$ cat config.mk
export PLATFORM = sky130hd
export DESIGN_NAME = bg_tile_renderer
export DESIGN_NICKNAME = d
export VERILOG_FILES = /design/src/rtl/bg_tile_renderer.sv
export SDC_FILE = /design/constraint.sdc
export NUM_CORES = 1
export LEC_CHECK = 0
export CAP_MARGIN = 20
export CELL_PAD_IN_SITES_DETAIL_PLACEMENT = 1
export CELL_PAD_IN_SITES_GLOBAL_PLACEMENT = 2
export CORE_ASPECT_RATIO = 1.5
export CORE_MARGIN = 10
export CORE_UTILIZATION = 47
export CTS_CLUSTER_SIZE = 8
export DETAILED_ROUTE_END_ITERATION = 7
export DONT_BUFFER_PORTS = 1
export PLACE_DENSITY_LB_ADDON = 0.15
export RECOVER_POWER = 100
export SLEW_MARGIN = 0
export SYNTH_ARGS = -nofsm -noshare
export SYNTH_HDL_FRONTEND = slang
export SYNTH_SLANG_ARGS = --single-unit
$ cat constraint.sdc
create_clock -name clk_i -period 8.87 [get_ports clk_i]
set_clock_uncertainty 0.2 [all_clocks]
set_input_delay 1.774 -clock clk_i [delete_from_list [all_inputs] [get_ports clk_i]]
set_output_delay 1.774 -clock clk_i [all_outputs]
set_load 0.01 [all_outputs]
$ cat src/rtl/bg_tile_renderer.sv
// rtl/bg_tile_renderer.sv - pipelined background tile renderer with double-buffered row map and row scroll
module bg_tile_renderer #(
  parameter int H_ACTIVE   = 640,
  parameter int V_ACTIVE   = 480,
  parameter int TILE_LOG2  = 5,
  parameter int NUM_ROWS   = 15,
  parameter int COLOR_BITS = 3,
  parameter int BRAM_LAT   = 1,
  parameter int FRAME_DIV  = 4
) (
  input  logic                  clk_i,
  input  logic                  rst_ni,
  input  logic [9:0]            h_count_i,
  input  logic [8:0]            v_count_i,
  input  logic                  map_we_i,
  input  logic [3:0]            map_addr_i,
  input  logic [3:0]            map_data_i,
  input  logic [5:0]            pixel_data_i,
  output logic [TILE_LOG2-1:0]  sprite_x_o,
  output logic [TILE_LOG2-1:0]  sprite_y_o,
  output logic [1:0]            sprite_sel_o,
  output logic [COLOR_BITS-1:0] bg_r_o,
  output logic [COLOR_BITS-1:0] bg_g_o,
  output logic [COLOR_BITS-1:0] bg_b_o,
  output logic                  bg_valid_o
);
  localparam int FC_W = (FRAME_DIV > 1) ? $clog2(FRAME_DIV) : 1;
  localparam int DL_W = BRAM_LAT + 1;

  typedef logic [3:0] row_entry_t;

  row_entry_t shadow_q [NUM_ROWS];
  row_entry_t shadow_d [NUM_ROWS];
  row_entry_t active_q [NUM_ROWS];
  row_entry_t active_d [NUM_ROWS];

  logic [FC_W-1:0]      frame_cnt_q, frame_cnt_d;
  logic [TILE_LOG2-1:0] off_q, off_d;
  logic                 origin_q, origin_d, frame_start;

  logic                 act_s0, vis_s0;
  logic [8:0]           row_s0;
  row_entry_t           ent_s0;
  logic [TILE_LOG2-1:0] off_s0, sx_s0;

  logic [DL_W-1:0]       vis_q, act_q;
  logic [COLOR_BITS-1:0] r_d, g_d, b_d;

  function automatic row_entry_t default_row(input int r);
    case (r)
      0:                       return 4'b0001;
      2, 3, 4, 7, 8, 11, 12, 13: return {r[0], 1'b1, 2'b10};
      5, 9, 14:                return 4'b0011;
      default:                 return 4'b0000;
    endcase
  endfunction

  // Writes land in the shadow first so a write on the frame-start clock is part of that copy.
  always_comb begin
    origin_d    = (h_count_i == '0) && (v_count_i == '0);
    frame_start = origin_d && !origin_q;
    shadow_d    = shadow_q;
    if (map_we_i && (32'(map_addr_i) < NUM_ROWS)) shadow_d[map_addr_i] = map_data_i;
    active_d    = active_q;
    frame_cnt_d = frame_cnt_q;
    off_d       = off_q;
    if (frame_start) begin
      active_d = shadow_d;
      if (32'(frame_cnt_q) == FRAME_DIV - 1) begin
        frame_cnt_d = '0;
        off_d       = off_q + TILE_LOG2'(1);
      end else begin
        frame_cnt_d = frame_cnt_q + FC_W'(1);
      end
    end
  end

  // The frame-start pixel already uses the freshly copied map and scroll offset.
  always_comb begin
    act_s0 = (32'(h_count_i) < H_ACTIVE) && (32'(v_count_i) < V_ACTIVE);
    row_s0 = v_count_i >> TILE_LOG2;
    ent_s0 = '0;
    if (act_s0 && (32'(row_s0) < NUM_ROWS)) ent_s0 = active_d[row_s0[3:0]];
    off_s0 = ent_s0[2] ? off_d : '0;
    sx_s0  = ent_s0[3] ? (h_count_i[TILE_LOG2-1:0] - off_s0)
                       : (h_count_i[TILE_LOG2-1:0] + off_s0);
    vis_s0 = (ent_s0[1:0] != 2'b00);
  end

  always_comb begin
    r_d = '0;
    g_d = '0;
    b_d = '0;
    if (vis_q[BRAM_LAT] && (pixel_data_i != '0)) begin
      r_d = COLOR_BITS'(pixel_data_i[5:4]) << (COLOR_BITS - 2);
      g_d = COLOR_BITS'(pixel_data_i[3:2]) << (COLOR_BITS - 2);
      b_d = COLOR_BITS'(pixel_data_i[1:0]) << (COLOR_BITS - 2);
    end
  end

  always_ff @(posedge clk_i or negedge rst_ni) begin
    if (!rst_ni) begin
      for (int i = 0; i < NUM_ROWS; i++) begin
        shadow_q[i] <= default_row(i);
        active_q[i] <= default_row(i);
      end
      frame_cnt_q  <= '0;
      off_q        <= '0;
      origin_q     <= 1'b0;
      sprite_x_o   <= '0;
      sprite_y_o   <= '0;
      sprite_sel_o <= '0;
      vis_q        <= '0;
      act_q        <= '0;
      bg_r_o       <= '0;
      bg_g_o       <= '0;
      bg_b_o       <= '0;
      bg_valid_o   <= 1'b0;
    end else begin
      shadow_q     <= shadow_d;
      active_q     <= active_d;
      frame_cnt_q  <= frame_cnt_d;
      off_q        <= off_d;
      origin_q     <= origin_d;
      sprite_x_o   <= sx_s0;
      sprite_y_o   <= v_count_i[TILE_LOG2-1:0];
      sprite_sel_o <= ent_s0[1:0];
      vis_q        <= (vis_q << 1) | DL_W'(vis_s0);
      act_q        <= (act_q << 1) | DL_W'(act_s0);
      bg_r_o       <= r_d;
      bg_g_o       <= g_d;
      bg_b_o       <= b_d;
      bg_valid_o   <= act_q[BRAM_LAT];
    end
  end
endmodule

* After elaboration in Yosys (flattened, before gate mapping)
Cells that the tools add are included.
Operators by class: add/sub/neg operators 4, order comparisons 7, eq/ne operators 1, multiplexer cells 17, bitwise operators 4, reduce and logical (&&, ||, !) cells 12
Operators by type and width (number):
- 60-bit two-way mux | 2
- 60-bit bitwise mux | 1
- 5-bit two-way mux | 4
- 4-bit binary-select mux with 4-bit select | 1
- 4-bit demux with 4-bit select | 1
- 4-bit two-way mux | 4
- 5-bit greater-or-equal comparator, second input constant | 2
- 10-bit logical NOT | 1
- 10-bit < comparator, second input constant | 1
- 4-bit inverter with 5-bit output | 2
- 9-bit logical NOT | 1
- 9-bit < comparator, second input constant | 1
- 3-bit two-way mux | 3
- 4-bit < comparator, second input constant | 2
- 1-bit logical AND | 7
- 6-bit nonzero test | 1
- 5-bit by 1-bit adder with 5-bit output, second input constant | 1
- 5-bit adder | 1
- 5-bit by 1-bit < comparator with 1-bit output, second input constant | 1
- 5-bit subtractor | 1
- 2-bit by 1-bit OR with 2-bit output | 2
- 2-bit by 1-bit adder with 2-bit output, second input constant | 1
- 2-bit equality test, second input constant | 1
- 2-bit two-way mux | 1
- other kinds (2) | 2
Word-level totals: flip-flop bits (word level) 154, input port bits 36, word-level logic and storage cells 87

* Depth between registers and ports, before layout
depth after elaboration 15, gate-level depth with buffers 19, mapped depth without buffers 17

* Least setup slack after synthesis
Ideal clock, no wire load.
path kind input port to flip-flop, start point input port v_count_i[7], end point register sprite_x_o[4], setup time 87 ps, arrival 5503 ps, setup slack 3081 ps, cell stages on the path 19, cells stage by stage buf_2 nor4_2 nand4_2 nor2_4 buf_6 mux2i_1 a221o_1 o32ai_1 or2_2 nand2_1 ha_1 nor2b_1 a31oi_1 fa_1 a21o_1 a21oi_1 xor2_1 or3_1 o211ai_1
Between the ends: longest elaborated chain between the ends 11
Ends and longest elaborated chain:
- start, declared | line 14 | input logic [8:0] v_count_i,
- 9-bit logical NOT | line 60 | origin_d = (h_count_i == '0) && (v_count_i == '0);
- 1-bit logical AND | line 60
- 1-bit logical AND | line 61 | frame_start = origin_d && !origin_q;
- 60-bit two-way mux | line 67 | if (frame_start) begin
- 4-bit binary-select mux with 4-bit select | line 83 | if (act_s0 && (32'(row_s0) < NUM_ROWS)) ent_s0 = active_d[row_s0[3:0]];
- 4-bit two-way mux (not written as such) (2 in series) | line 83
- 4-bit two-way mux | line 83
- 5-bit two-way mux | line 84 | off_s0 = ent_s0[2] ? off_d : '0;
- 5-bit adder or 5-bit subtractor (tied branches) | line 86, 85
- 5-bit two-way mux (*) | line 85 | sx_s0 = ent_s0[3] ? (h_count_i[TILE_LOG2-1:0] - off_s0)
- via sx_s0[4] | line 44 | logic [TILE_LOG2-1:0] off_s0, sx_s0;
- end signal, assigned | line 125 | sprite_x_o <= sx_s0;
- end, declared | line 19 | output logic [TILE_LOG2-1:0] sprite_x_o,
The timed path passes the listed nets; every way through them passes the cells marked *. The select of a mux whose other input is x is not followed. A chain may end at the register's enable or synchronous reset.

* Final worst setup path
start point input port v_count_i[0], end point register sprite_x_o[4]
The elaborated chain is that of the path after synthesis.

==> metrics.md <==
| Metric | Value |
|---|---|
| CTS tree | `done` |
| Gr usage total | `17.5%` |
| Cell Pwr Density | `approximately 220 nW/µm²` |
| Total Nets Final | `589` |
| Fmax | `142 MHz` |
| Die Y | `168 µm` |
| Setup Viol. Count Final | `0` |
| Synth Area in Simple Gates | `12.1%` |
| Ports | `58` |
| P_leak | `3.42 nW` |
| Clk slew on worst S/H paths | `approximately 70 ps` |
| Via count | `4216` |
| Count of cell types in the netlist | `61` |
| Worst-Margin Slew | `1620 ps` |
| XOR/XNOR share of the synthesized area | `between 1 and 1.5%` |
| Compound-cell area share of the yosys netlist | `5.65%` |
| Slowest stage delay, CP | `roughly 1300 ps` |
| Post-CTS Setup Inserts | `0` |
| Core area | `14400 µm²` |
| 1st-iter DRT viols | `250` |
| Adder-Cell Fraction of Synth Area | `between 1.5 and 2%` |
| Top cell type's share of synthesized area | `35.4%` |
| Synthesized flop and latch total | `between 150 and 200` |
| Row count | `54` |
| Post-synthesis async set-or-reset flop share | `100%` |
| CTS resizes | `0` |
| Slew Viols, Final | `21` |
| Kind of cell adding the most delay to the critical path | `simple AND/OR/NAND/NOR gates` |
| Synth Area per Inst | `~12 µm²` |
| Clock Latency Late Sink | `between 400 and 500 ps` |
| N_diodes | `0` |
| Ys flop type | `dfrtp_1` |
| Post-synth top area cell | `dfrtp_1` |
| Maxcap violations | `1` |
| Port bufs | `0` |
| PnR Total Power | `1.65 mW` |
| Final Util | `52.3%` |
| Total congestion overflow | `0` |
| Hold Crit Depth | `0` |
| Sum Neg Setup Slack | `0 ps` |
| Synth Warn # | `0` |
| Sequential cell area fraction in the yosys report | `56.2%` |
| Post-synthesis mux area share | `20.4%` |
| Maximum fanout along the worst path | `27` |
| Pre-CTS setup slack | `2250 ps` |
| Cts bufs inserted | `17` |
| Combinational family with the most area after synthesis | `multiplexers` |
| Area of the multi-input gates | `2760 µm²` |
| Number of enable flip-flop cells after synthesis | `0` |
| WP data arrival | `approximately 7200 ps` |
| Crit path buffers/inverters | `1` |
| Failing checks | `max-capacitance violations, max-slew violations` |
| Largest net degree at the start of global routing | `152` |
| CP Data Required Time | `9020 ps` |
| Crit share post-route | `79.6%` |
| Clk buf depth | `2` |
| Fill cells | `approximately 1.5k` |
| HP Class | `reg2reg` |
| Post-Syn Area | `6850 µm²` |
| Critical Path Source Type | `input port` |
| Layout cells sized above 1 | `between 20% and 30%` |
| Crit path cell chain | `nor4_1 > nand4_1 > nor2_1 > buf_4 > mux4_2 > mux2i_1 > o32ai_1 > or2_2 > nand2_1 > ha_1 > nor2b_1 > a31oi_1 > fa_1 > a21o_1 > a21oi_1 > xor2_1 > or3_1 > o211ai_1` |
| Area delta synth->final | `9.88%` |
| DR vias/cell | `5.59` |
| CTS Hold Bufs | `0` |
| WS Path Type | `in2reg` |
| Drt pass-1 iters | `4` |
| Post-DP Area | `between 6000 and 7000 µm²` |
| Routed Antenna Nets | `0` |
| Reg2Reg Depth | `17` |
| Syn Inst Count | `about 550` |
| Crit path max-delay cell type | `nor2_1` |
| Root buffer cell | `clkbuf_16` |
| Slew margin rel. | `-8.38%` |
| Dpl hpwl | `11700 µm` |
| Die area | `19900 µm²` |
| First-pass GRT wire length | `around 27000 µm` |
| Antenna violations before repair | `0` |
| Gpl congestion | `0.790` |
| Clock sink count | `151` |
| Drt drc | `0` |
| Die W | `119 µm` |
| Seq. cell area | `between 3000 and 4000 µm²` |
| Final Hold Vio Count | `0` |
| Peak VDD IR | `around 0.13 mV` |
| Starting Density | `47.6%` |
| Crit path depth | `18` |
| Dominant cells by area after synthesis | `dfrtp_1, dfstp_2, mux2_2, nand2_1, mux4_2` |
| RSZ-0062 raised after global routing | `no` |
| DRT Wirelength | `16600 µm` |
| Final period demand of the worst path | `7060 ps` |
| Vias in the first global route | `4770` |
| Fin area | `around 7500 µm²` |
| Final worst setup slack | `1810 ps` |
| Routed length per placed instance | `22.0 µm` |
| Worst setup EP type | `register` |
| Outcome | `finished, violations left` |
| H-tree depth | `4` |
## Yosys cell counts, drive strengths merged, types with 2 or more instances
cell type / number
o211ai: 3
xnor2: 3
mux4: 12
a211oi: 3
o2bb2ai: 2
a21o: 5
a21oi: 10
mux2i: 9
nand4: 2
a31oi: 3
nand3b: 4
or3: 6
and2: 9
mux2: 91
inv: 17
dfrtp: 97
nor2b: 3
nor2: 20
or2: 2
ha: 7
o31ai: 2
nand2: 97
a2111oi: 2
and3: 3
nor4: 6
nand2b: 5
buf: 16
xor2: 5
clkbuf: 14
o21ai: 9
dfstp: 54
o21a: 2
a311oi: 3
nor3: 3
nand3: 6
## routing by layer
metal	global-route usage, %	part of all wire [%]
met5	0	0
met4	6.13	1.9
met3	5.22	4.7
met2	30.4	53
met1	19.8	40
## layout make-up
cell class	count	share of cell area, %
Inverter	17	0.848
Sequential cell	151	51.1
Clock buffer	18	5.70
Timing Repair Buffer	3	0.249
Multi-Input combinational cell	355	36.6
Tap cell	196	3.26
Clock inverter	14	2.19
## metrics by stage
step           cells  hold slack [ps]
3_3_place_gp     722              138
5_1_grt          754              170
6_report         754              152
4_1_cts          754              155
2_1_floorplan    553              131
3_5_place_dp     722              141
## sequential cells by signal, indices dropped and copies added, names as in the netlist
register / count
sprite_x_o: 5
bg_r_o: 2
bg_g_o: 2
shadow_q: 60
frame_cnt_q: 2
vis_q: 2
origin_q: 1
bg_b_o: 2
active_q: 60
act_q: 2
off_q: 5
bg_valid_o: 1
sprite_sel_o: 2
sprite_y_o: 5
## kinds of logic after synthesis
group | Yosys count
compound gates | 54
simple gates | 170
flops | 151
buf+inv | 47
other cells | 1
xor+xnor | 8
mux | 112
fa+ha+maj | 8
## path summary, 6_finish.rpt
path,startpoint,endpoint,slack (ps)
worst max-delay path,v_count_i[0],sprite_x_o[4],1810
worst min-delay path,act_q[0],act_q[1],150
worst max register to register,origin_q,sprite_x_o[4],2960
worst min register to register,act_q[0],act_q[1],150
max in group asynchronous,rst_ni,active_q[42],7400
min in group asynchronous,rst_ni,bg_g_o[1],840
## worst register-to-register path: cells and delay by family, from the launching register on
kind,cells,cell delay (ps)
and+or+nand+nor,6,2770
AOI/OAI and AO/OA,5,700
buffers and inverters,1,500
DFF,1,380
muxes,2,580
adders and majority gates,2,580
xor gates and xnor gates,1,110
## layout by cell type (no fill, tap or decap), drive strengths merged, types with 3 or more instances in the layout
cell type,netlist,final
and2,9,9
a21oi,10,10
inv,17,24
or3,6,6
xor2,5,5
nor3,3,3
dfrtp,97,97
xnor2,3,3
nand2b,5,5
nand2,97,97
dfstp,54,54
o21ai,9,9
nand3,6,6
and3,3,3
a311oi,3,3
mux2,91,91
clkinvlp,0,4
ha,7,7
nand3b,4,4
a31oi,3,3
o211ai,3,3
nor4,6,6
a21o,5,5
mux2i,9,9
nor2b,3,3
a211oi,3,3
mux4,12,12
nor2,20,20
clkbuf,14,19
conb,1,3
## power breakdown
group          switching, mW  internal (mW)
combinational         0.0618         0.0534
clock                  0.309          0.423
sequential            0.0210          0.779
(Power assumes the default switching activity.)
